### src/rtl/hazard_ctrl_pkg.sv
// Shared types and encodings for the pipeline sequencing controller.
package hazard_ctrl_pkg;

   localparam int REG_IDX_W  = 5;
   localparam int HC_STATE_W = 2;

   typedef enum logic [HC_STATE_W-1:0] {
      HC_INIT      = 2'd0,
      HC_RUN       = 2'd1,
      HC_DMEM_WAIT = 2'd2
   } hc_state_e;

   typedef struct packed {
      logic rf_reset;
      logic if_stall;
      logic id_stall;
      logic id_clr;
      logic ex_clr;
      logic mem_stall;
      logic busy;
   } hc_ctrl_t;

   localparam hc_ctrl_t CTRL_HOLD = '{
      rf_reset: 1'b0, if_stall: 1'b1, id_stall: 1'b1, id_clr: 1'b1,
      ex_clr: 1'b1, mem_stall: 1'b1, busy: 1'b1};

   localparam hc_ctrl_t CTRL_RUN = '{
      rf_reset: 1'b1, if_stall: 1'b0, id_stall: 1'b0, id_clr: 1'b0,
      ex_clr: 1'b0, mem_stall: 1'b0, busy: 1'b0};

   function automatic logic load_use(
      input logic                 ld,
      input logic                 dst_en,
      input logic [REG_IDX_W-1:0] dst,
      input logic                 rs1_en,
      input logic [REG_IDX_W-1:0] rs1,
      input logic                 rs2_en,
      input logic [REG_IDX_W-1:0] rs2
   );
      return ld & dst_en & (dst != '0) &
             ((rs1_en & (rs1 == dst)) | (rs2_en & (rs2 == dst)));
   endfunction

endpackage

### src/rtl/hc_sat_counter.sv
// Performance counter that sticks at all-ones instead of wrapping.
module hc_sat_counter #(
   parameter int CNT_W = 32
) (
   input  logic             clk,
   input  logic             clr,
   input  logic             inc,
   output logic [CNT_W-1:0] count
);

   logic [CNT_W-1:0] r_count;

   always_ff @(posedge clk) begin
      if (clr)
         r_count <= '0;
      else if (inc && (r_count != '1))
         r_count <= r_count + CNT_W'(1);
   end

   assign count = r_count;

endmodule

### src/rtl/hazard_ctrl.sv
// Pipeline sequencing: init hold, load-use stall, branch flush,
// memory-wait freeze, plus stall/flush performance counters.
module hazard_ctrl
   import hazard_ctrl_pkg::*;
#(
   parameter int RST_CYCLES = 4,
   parameter int CNT_W      = 32
) (
   input  logic                 clk,
   input  logic                 clr,
   input  logic [REG_IDX_W-1:0] id_rs1,
   input  logic                 id_rs1_en,
   input  logic [REG_IDX_W-1:0] id_rs2,
   input  logic                 id_rs2_en,
   input  logic [REG_IDX_W-1:0] ex_dest_reg,
   input  logic                 ex_dest_en,
   input  logic                 ex_is_load,
   input  logic                 ex_branch_taken,
   input  logic                 imem_busy,
   input  logic                 dmem_busy,
   output logic                 rf_reset,
   output logic                 if_stall,
   output logic                 id_stall,
   output logic                 id_clr,
   output logic                 ex_clr,
   output logic                 mem_stall,
   output logic                 busy,
   output logic [CNT_W-1:0]     stall_cnt,
   output logic [CNT_W-1:0]     flush_cnt
);

   localparam int CW = $clog2(RST_CYCLES + 1);

   hc_state_e r_state;
   hc_state_e w_next;
   logic [CW-1:0] r_cnt;
   hc_ctrl_t w_ctrl;
   logic w_stall_inc;
   logic w_flush_inc;
   logic w_hazard;

   assign w_hazard = load_use(ex_is_load, ex_dest_en, ex_dest_reg,
                              id_rs1_en, id_rs1, id_rs2_en, id_rs2);

   always_ff @(posedge clk) begin
      if (clr) begin
         r_state <= HC_INIT;
         r_cnt   <= CW'(RST_CYCLES);
      end else begin
         r_state <= w_next;
         if (r_state == HC_INIT)
            r_cnt <= r_cnt - CW'(1);
      end
   end

   always_comb begin
      w_ctrl      = CTRL_RUN;
      w_next      = r_state;
      w_stall_inc = 1'b0;
      w_flush_inc = 1'b0;
      if (clr) begin
         w_ctrl = CTRL_HOLD;
         w_next = HC_INIT;
      end else if (r_state == HC_INIT) begin
         w_ctrl = CTRL_HOLD;
         if (r_cnt == CW'(1))
            w_next = HC_RUN;
      end else begin
         // A finished memory wait falls straight into run rules.
         w_next = HC_RUN;
         if (dmem_busy) begin
            w_ctrl.mem_stall = 1'b1;
            w_ctrl.if_stall  = 1'b1;
            w_ctrl.id_stall  = 1'b1;
            w_next           = HC_DMEM_WAIT;
            w_stall_inc      = 1'b1;
         end else if (ex_branch_taken) begin
            w_ctrl.id_clr = 1'b1;
            w_ctrl.ex_clr = 1'b1;
            w_flush_inc   = 1'b1;
         end else if (w_hazard) begin
            w_ctrl.if_stall = 1'b1;
            w_ctrl.id_stall = 1'b1;
            w_ctrl.ex_clr   = 1'b1;
            w_stall_inc     = 1'b1;
         end else if (imem_busy) begin
            w_ctrl.if_stall = 1'b1;
            w_ctrl.id_clr   = 1'b1;
         end
      end
   end

   assign rf_reset  = w_ctrl.rf_reset;
   assign if_stall  = w_ctrl.if_stall;
   assign id_stall  = w_ctrl.id_stall;
   assign id_clr    = w_ctrl.id_clr;
   assign ex_clr    = w_ctrl.ex_clr;
   assign mem_stall = w_ctrl.mem_stall;
   assign busy      = w_ctrl.busy;

   hc_sat_counter #(.CNT_W(CNT_W)) u_stall_cnt (
      .clk   (clk),
      .clr   (clr),
      .inc   (w_stall_inc),
      .count (stall_cnt)
   );

   hc_sat_counter #(.CNT_W(CNT_W)) u_flush_cnt (
      .clk   (clk),
      .clr   (clr),
      .inc   (w_flush_inc),
      .count (flush_cnt)
   );

endmodule

### config.mk
export PLATFORM = sky130hd
export DESIGN_NAME = hazard_ctrl
export DESIGN_NICKNAME = d
export VERILOG_FILES = /design/src/rtl/hazard_ctrl_pkg.sv /design/src/rtl/hc_sat_counter.sv /design/src/rtl/hazard_ctrl.sv
export SDC_FILE = /design/constraint.sdc
export NUM_CORES = 1
export LEC_CHECK = 0
export CAP_MARGIN = 30
export CORE_MARGIN = 10
export CORE_UTILIZATION = 44
export CTS_CLUSTER_SIZE = 12
export DETAILED_ROUTE_END_ITERATION = 12
export GPL_TIMING_DRIVEN = 1
export MAX_ROUTING_LAYER = met4
export PLACE_DENSITY_LB_ADDON = 0.08
export SYNTH_ARGS = -nofsm -noshare
export SYNTH_HDL_FRONTEND = slang
export SYNTH_SLANG_ARGS = --single-unit
export TNS_END_PERCENT = 5
### constraint.sdc
create_clock -name clk -period 2.2 [get_ports clk]
set_input_delay 0.55 -clock clk [delete_from_list [all_inputs] [get_ports clk]]
set_output_delay 0.55 -clock clk [all_outputs]
set_load 0.05 [all_outputs]
* After elaboration in Yosys (flattened, before gate mapping)
Cells that the tools add are included.
** Word-level totals
- Flip-flop bits (word level) :: 69
- Bits of input ports :: 24
- Output and inout bits :: 71
** Cells by class
- $add $sub $neg :: 3
- Equality and inequality tests :: 6
- Mux-type cells :: 24
- Bitwise logic cells :: 6
- Reductions and logical operators :: 4
** Operators with widths (count)
- $add A32 B1 Y32 const B :: 2
- $ne A32 B32 Y1 const B :: 2
- $mux W1 :: 15
- $mux W2 :: 7
- $eq A5 B5 Y1 :: 2
- $mux W7 :: 1
- $and A1 B1 Y1 :: 5
- $mux W5 :: 1
- $reduce_bool A5 Y1 :: 1
- $eq A3 B1 Y1 const B :: 1
- $sub A3 B1 Y3 const B :: 1
- $logic_and A1 B1 Y1 :: 2
- $logic_not A2 Y1 :: 1
- $ne A2 B1 Y1 const B :: 1
- $or A1 B1 Y1 :: 1

* Depth between registers and ports, before layout
Gate-level depths: netlist (run 1).
- Depth after elaboration :: 10
- Depth in mapped cells :: 8
- Gate-level depth less buffers :: 7

* Modules after synthesis
A second synthesis (run 1) with hierarchy kept.
** Unflattened totals
- Cell total of the unflattened synthesis :: 454
- Area total of the unflattened synthesis :: 3778.6 um^2
** Modules (own cells, without submodules)
- hc_sat_counter :: instances 2, cells an instance 199, area an instance 1674.1 um^2
- hazard_ctrl :: instances 1, cells an instance 56, area an instance 430.4 um^2

* Least setup slack after synthesis (run 1)
No wires, ideal clock.
- Path type :: input to output
- Start point :: in clr
- End point :: out id_stall
- Arrival :: 2539 ps
- Required time :: 1650 ps
- Slack :: -889 ps
- Stages :: 5
- Buffers on the path :: 1
- Path through :: o21ba_2 -> clkbuf_1 -> inv_1 -> nor2_1 -> o21ai_0
** On the way
- Cells in the longest elaborated chain, start to end :: 1
** RTL lines
- from (decl) :: line hazard_ctrl.sv:10 : input logic clr,
- $mux W7 :: line hazard_ctrl.sv:61 : if (clr) begin
- to (decl) :: line hazard_ctrl.sv:23 : output logic id_stall,
No other way between the ends.

* Worst setup path after layout (run 1)
- Start point :: in ex_dest_reg[1]
- End point :: out id_clr
** On the way
- Cells in the longest elaborated chain, start to end :: 9
** RTL lines
- from (decl) :: line hazard_ctrl.sv:15 : input logic [REG_IDX_W-1:0] ex_dest_reg,
- $eq A5 B5 Y1 :: line hazard_ctrl_pkg.sv:41 : ((rs1_en & (rs1 == dst)) | (rs2_en & (rs2 == dst)));
- $and A1 B1 Y1 :: line hazard_ctrl_pkg.sv:41
- $or A1 B1 Y1 :: line hazard_ctrl_pkg.sv:41
- $and A1 B1 Y1 (*) :: line hazard_ctrl_pkg.sv:40 : return ld & dst_en & (dst != '0) &
- $mux W1 (*) :: line hazard_ctrl.sv:81 : end else if (w_hazard) begin
- $mux W2 (*) :: line hazard_ctrl.sv:77 : end else if (ex_branch_taken) begin
- $mux W2 (*) :: line hazard_ctrl.sv:71 : if (dmem_busy) begin
- $mux W5 (*) :: line hazard_ctrl.sv:64 : end else if (r_state == HC_INIT) begin
- $mux W7 (*) :: line hazard_ctrl.sv:61
- to (decl) :: line hazard_ctrl.sv:24 : output logic id_clr,
Every way passes the cells marked *; elsewhere a longest branch is shown, timed or not.

==> flow_summary_export.csv, run 1 <==
group,metric,value,unit
power,p_per_area,462,mW/mm²
timing,fmax,0.400,GHz
logic_synthesis,synth_area,0.00366,mm²
detailed_routing,drtIter0Drc,147,
logic_synthesis,ys_seq_elements,69,
timing,finalCriticalPeriod,2.50,ns
timing,tns,-1.82,ns
logic_synthesis,synth_warnings,0,
timing,setup_viol,20,
timing,slew_headroom,65.2,%
detailed_routing,wl_met2,5.89,mm
critical_path,cp_num_buf_inv,2,
timing,rsz0062_at_grt,"true",
finish,drive_gt1_share,26.0,%
logic_synthesis,postSynthAreaPerCell,8.13,µm²
die,dieArea,0.0124,mm²
timing,fin_crit_sh,114,%
logic_synthesis,synth_most_common_cell,"dfxtp_1",
timing,layout_setup_ws,-0.301,ns
critical_path,start_kind,"input pin",
logic_synthesis,yosys-top-cells-area,"dfxtp_1 (38%), xnor2_1 (8.1%), nor2_1 (6.1%)",
cts,cts.sinks,69,
detailed_routing,wirelength,11.4,mm
logic_synthesis,synth_area_leader_cell,"dfxtp_1",
detailed_routing,post-route-drc-count,0,
detailed_routing,highest_layer,"met4",
logic_synthesis,seq_area_frac_synth,37.7,%
logic_synthesis,postSynth.asyncResetShare,0,%
detailed_routing,drtPass1Iterations,4,
finish,area_growth,53.4,%
die,io-pin-count,95,
detailed_routing,vias,3853,
cts,htree_levels,3,
critical_path,cp_top_family,"simple AND/OR/NAND/NOR gates",
power,p_total,2590,µW
global_routing,grt_pass1_vias,3902,
critical_path,slowest_stage,"or3_4",
detailed_routing,vias_per_cell,5.47,
critical_path,worstSetupEndpointType,"primary output",
die,die_x,111,µm
logic_synthesis,synth_top_area_share,37.7,%
status,failed_checks,"negative setup slack",
detailed_routing,m1WireLength,4.71,mm
die,die_y,111,µm
timing,finClkSkew,0.00630,ns
power,ir_drop,0.345,mV
placed_design,port_buffers,94,
min_path,hp-class,"reg2reg",
logic_synthesis,synth_flop_cell,"dfxtp_1",
finish,nets,623,
finish,stdcell_count,705,
cts,clk_latency,0.34,ns
timing,whs,0.496,ns
global_routing,antenna_found_initial,0,
logic_synthesis,syn_nets,478,
cts,cts_buffers,9,
global_routing,grt_pass1_wl,18.9,mm
finish,postLayoutCoreUtil,68.7,%
critical_path,crit_path_max_fanout,3,
global_routing,grt_overflow_total,0,
critical_path,crit_chain,"buf_8 > or3_4 > or3_1 > nand4_1 > nand2_1 > a21oi_4 > buf_12",
placed_design,gp_congestion,0.854,
cts,clk_pin_slew,0.07,ns
critical_path,crit_required,1.65,ns
logic_synthesis,synthTopCellsByCount,"dfxtp_1 (69), nor2_1 (59), xnor2_1 (34), nand2_1 (32), nand4_1 (27)",
placed_design,dpl.hpwl,8.47,mm
placed_design,dp.cells,682,
die,core,0.00818,mm²
cts,clock_path_buffers,2,
detailed_routing,routedWlPerCell,16.2,µm
job,drv_cap,0,
logic_synthesis,synth_enable_flop_cells,0,
status,outcome,"finished with violations",
logic_synthesis,synthCells,450,
timing,hold_viol,0,
cts,cts_tree,"done",
critical_path,cp_slowest_stage_delay,0.37,ns
logic_synthesis,synthDistinctLibCells,50,
finish,n_antenna_cell,0,
die,initial_core_util,44.8,%
critical_path,path_class,"in2out",
power,p_leak,0.00241,µW
critical_path,cp.arrival,1.95,ns
timing,finalMaxSlewViolations,0,
die,fp-row-count,33,
timing,tightest_slew,0.520,ns
global_routing,gr-usage-all-layers,18.4,%
global_routing,grt_max_degree,42,
cts,holdBufCountCts,0,
cts,cts_root_buffer,"clkbuf_8",
detailed_routing,postRouteAntennaNets,0,
detailed_routing,wl_met3,540,µm
worst paths after layout:
kind                               from                    end  slack, ns  cells past startpoint
hold / removal    u_stall_cnt.count[31]  u_stall_cnt.count[31]       0.50                      1
setup reg to reg   u_flush_cnt.count[2]  u_flush_cnt.count[25]       0.16                      7
hold reg to reg   u_stall_cnt.count[31]  u_stall_cnt.count[31]       0.50                      1
setup / recovery         ex_dest_reg[1]                 id_clr      -0.30                      7
cells by family (layout without fill, tap and decap cells):
| family | count (synthesis) | after routing | share of synthesized area, % |
|---|---|---|---|
| buf+inv | 34 | 184 | 4.27 |
| compound gates | 66 | 66 | 11.0 |
| simple gates | 229 | 229 | 33.4 |
| xor+xnor | 37 | 37 | 8.85 |
| fa+ha+maj | 4 | 4 | 1.37 |
| mux | 11 | 11 | 3.28 |
| flops | 69 | 69 | 37.7 |
registers in the layout (all words and copies together), names as in the netlist:
name               flops
r_state                2
r_cnt                  3
u_flush_cnt.count     32
u_stall_cnt.count     32
placed cells by master, fill, tap and decap left out, drive strengths merged, types with 2 or more instances in the layout:
cell,synthesis,final
clkdlybuf4s15,0,3
nor3,18,18
nand4,28,28
nand3,22,22
clkdlybuf4s50,0,36
ha,4,4
buf,5,83
clkbuf,13,16
and4,6,6
o31a,3,3
nor2,59,59
xnor2,34,34
nand3b,2,2
nor4,15,15
dlygate4sd2,0,6
mux2,8,8
inv,15,14
mux2i,3,3
and2,2,2
clkinv,0,4
nor2b,8,8
o21ba,3,3
nand2,32,32
o21ai,19,19
dlymetal6s2s,0,20
a21oi,25,25
dfxtp,69,69
o31ai,5,5
or3,15,15
nand2b,5,5
and3,6,6
or3b,2,2
or4,6,6
xor2,3,3
power by group:
part | internal [µW] | total [µW] | switching (µW)
clock network | 547 | 1020 | 472
registers | 1270 | 1280 | 12.4
logic | 142 | 293 | 151
routing by layer:
layer  track usage (%)  vias up
met5                 -        -
met4              7.28        0
met3              3.84       24
met2              31.8       91
met1              20.1     1821
li1                  -     1917
through the flow:
stage	area, µm²	worst slack (ns)
after detailed placement	5130	-0.714
final	5610	-0.301
after global routing	5610	-0.365
after floorplan	3740	-0.203
after CTS	5400	-0.357
after global placement	5130	-0.605
timing repair:
item                                    4_1_cts  5_1_grt
pin swaps                                    23       29
endpoints found under the setup margin       41       63
gates resized for setup                      53       61
setup buffers                                 5        2
gates cloned                                  0        0
layout make-up:
cell class                      instances  area (µm²)
Clock buffer                           11         141
Clock inverter                          5        50.0
Fill cell                             690        2560
Inverter                               15        60.1
Multi-Input combinational cell        347        2400
Sequential cell                        69        1380
Tap cell                              105         131
Timing Repair Buffer                  153        1450
Power figures use the tool's default switching activity.
==> run 2: changes to the inputs <==
- CORE_UTILIZATION: 44 -> 46
- CTS_BUF_LIST: unset -> sky130_fd_sc_hd__clkbuf_2
==> run 2 against run 1 <==
The flow still finishes with violations (negative setup slack). Hold slack improved by 0.0027 ns. Clock skew rose by 0.012 ns. First-iteration DRC count rose by 6.1%. Via count rose by 0.18%. Sequential cell count did not move. Clock power fell by 19%. Largest cell class unchanged. Utilization rose by 0.35 points.
==> flow_summary_export.csv, run 2 (synthesis gave the netlist of run 1 again) <==
group,metric,value,unit
cts,cts.sinks,69,
detailed_routing,highest_layer,"met4",
finish,area_growth,45.7,%
detailed_routing,vias_per_cell,5.49,
timing,finalCriticalPeriod,2.57,ns
finish,layout_commonest_cell,"buf_4",
timing,tightest_slew,0.805,ns
finish,mostFrequentLayoutCells,"buf_4 (69), dfxtp_1 (67), dlygate4sd2_1 (56)",
global_routing,antenna_found_initial,0,
timing,fin_crit_sh,117,%
detailed_routing,wl_met3,596,µm
detailed_routing,drtIter0Drc,156,
cts,cts_tree,"done",
placed_design,dpl.hpwl,8.20,mm
critical_path,path_class,"in2out",
finish,fill_cells,655,
power,ir_drop,0.309,mV
finish,nets,625,
critical_path,cp.arrival,2.02,ns
finish,postLayoutCoreUtil,69.0,%
power,p_per_area,450,mW/mm²
detailed_routing,m1WireLength,4.65,mm
timing,layout_setup_ws,-0.369,ns
global_routing,grt_pass1_vias,3827,
cts,htree_levels,3,
die,die_y,109,µm
critical_path,cp_num_buf_inv,3,
timing,finClkSkew,0.0180,ns
detailed_routing,wirelength,11.2,mm
placed_design,dpl_cell_area,0.00513,mm²
cts,cts_buffers,9,
cts,clk_pin_slew,0.19,ns
cts,cts_root_buffer,"clkbuf_2",
critical_path,crit_required,1.65,ns
critical_path,cp_top_family,"buffers and inverters",
critical_path,crit_path_max_fanout,4,
die,initial_core_util,47.4,%
timing,rsz0062_at_grt,"true",
status,outcome,"finished with violations",
detailed_routing,drtPass1Iterations,4,
die,core,0.00773,mm²
cts,holdBufCountCts,0,
placed_design,port_buffers,94,
global_routing,grt_overflow_total,0,
cts,clk_latency,0.49,ns
critical_path,worstSetupEndpointType,"primary output",
detailed_routing,vias,3860,
power,p_leak,0.00222,µW
critical_path,crit_chain,"clkdlybuf4s15_1 > xnor2_1 > nand2_1 > o22ai_2 > nand4_1 > buf_4 > o21ai_4 > buf_12",
critical_path,start_kind,"input pin",
timing,setup_viol,8,
job,drv_cap,0,
detailed_routing,post-route-drc-count,0,
die,dieArea,0.0119,mm²
detailed_routing,wl_met2,5.72,mm
timing,slew_headroom,46.3,%
timing,hold_viol,0,
min_path,whs_path_depth,1,
power,p_total,2400,µW
finish,drive_gt1_share,25.3,%
finish,multi_input_area,0.00229,mm²
global_routing,gr-usage-all-layers,19.5,%
critical_path,slowest_stage,"nand4_1",
critical_path,cp_slowest_stage_delay,0.22,ns
die,io-pin-count,95,
die,die_x,109,µm
detailed_routing,routedWlPerCell,15.9,µm
detailed_routing,postRouteAntennaNets,0,
min_path,hp-class,"reg2reg",
finish,final_area,0.00533,mm²
placed_design,place_ws,-0.767,ns
finish,n_antenna_cell,0,
critical_path,critical_path_cell_count,8,
status,failed_checks,"negative setup slack",
finish,seq_area,0.00138,mm²
critical_path,reg2reg_depth,6,
timing,tns,-1.46,ns
global_routing,grt_max_degree,80,
global_routing,grt_pass1_wl,18.6,mm
timing,finalMaxSlewViolations,0,
timing,fmax,0.389,GHz
cts,clock_path_buffers,2,
placed_design,gp_congestion,0.847,
die,fp-row-count,32,
-- run 2: final cells by class --
type | instances | area share (%)
Tap cell | 102 | 2.39
Multi-Input combinational cell | 347 | 43.0
Sequential cell | 69 | 26.0
Clock inverter | 5 | 1.43
Timing Repair Buffer | 155 | 25.2
Clock buffer | 10 | 0.939
Inverter | 15 | 1.13
-- run 2: worst paths after layout --
check / from / slack [ns] / end
min reg2reg: u_stall_cnt.count[31] / 0.50 / u_stall_cnt.count[31]
min: u_stall_cnt.count[31] / 0.50 / u_stall_cnt.count[31]
max: id_rs1[1] / -0.37 / id_stall
max reg2reg: u_stall_cnt.count[5] / 0.11 / u_stall_cnt.count[30]
-- run 2: worst register-to-register path, stage by stage (launching register included) --
cell	delay, ns
dfxtp_1	0.46
nand4_4	0.19
nor4_4	0.33
nand3b_1	0.11
or3b_4	0.44
or3_4	0.35
a21oi_2	0.14
-- run 2: power by group --
part | internal, µW | total (µW) | switching, µW | leakage (µW)
Combinational | 141 | 290 | 148 | 0.00159
Clock | 369 | 827 | 457 | 0.0000754
Sequential | 1270 | 1280 | 11.6 | 0.000557
Total | 1780 | 2400 | 617 | 0.00222
-- run 2: timing repair --
item	4_1_cts	5_1_grt
gates resized for setup	120	13
endpoints found under the setup margin	74	21
pin swaps	24	14
setup buffers	9	1
-- run 2: stage by stage --
| step | cells | hold slack [ns] |
|---|---|---|
| floorplan | 450 | 0.475 |
| global placement | 678 | 0.462 |
| detailed placement | 678 | 0.478 |
| CTS | 702 | 0.497 |
| global route | 703 | 0.521 |
| finish | 703 | 0.499 |
-- run 2: routing by layer --
| layer | GRT usage [%] | vias to the layer above |
|---|---|---|
| met1 | 22.4 | 1829 |
| met5 | - | - |
| li1 | - | 1913 |
| met3 | 3.95 | 18 |
| met4 | 7.43 | 0 |
| met2 | 33.0 | 100 |
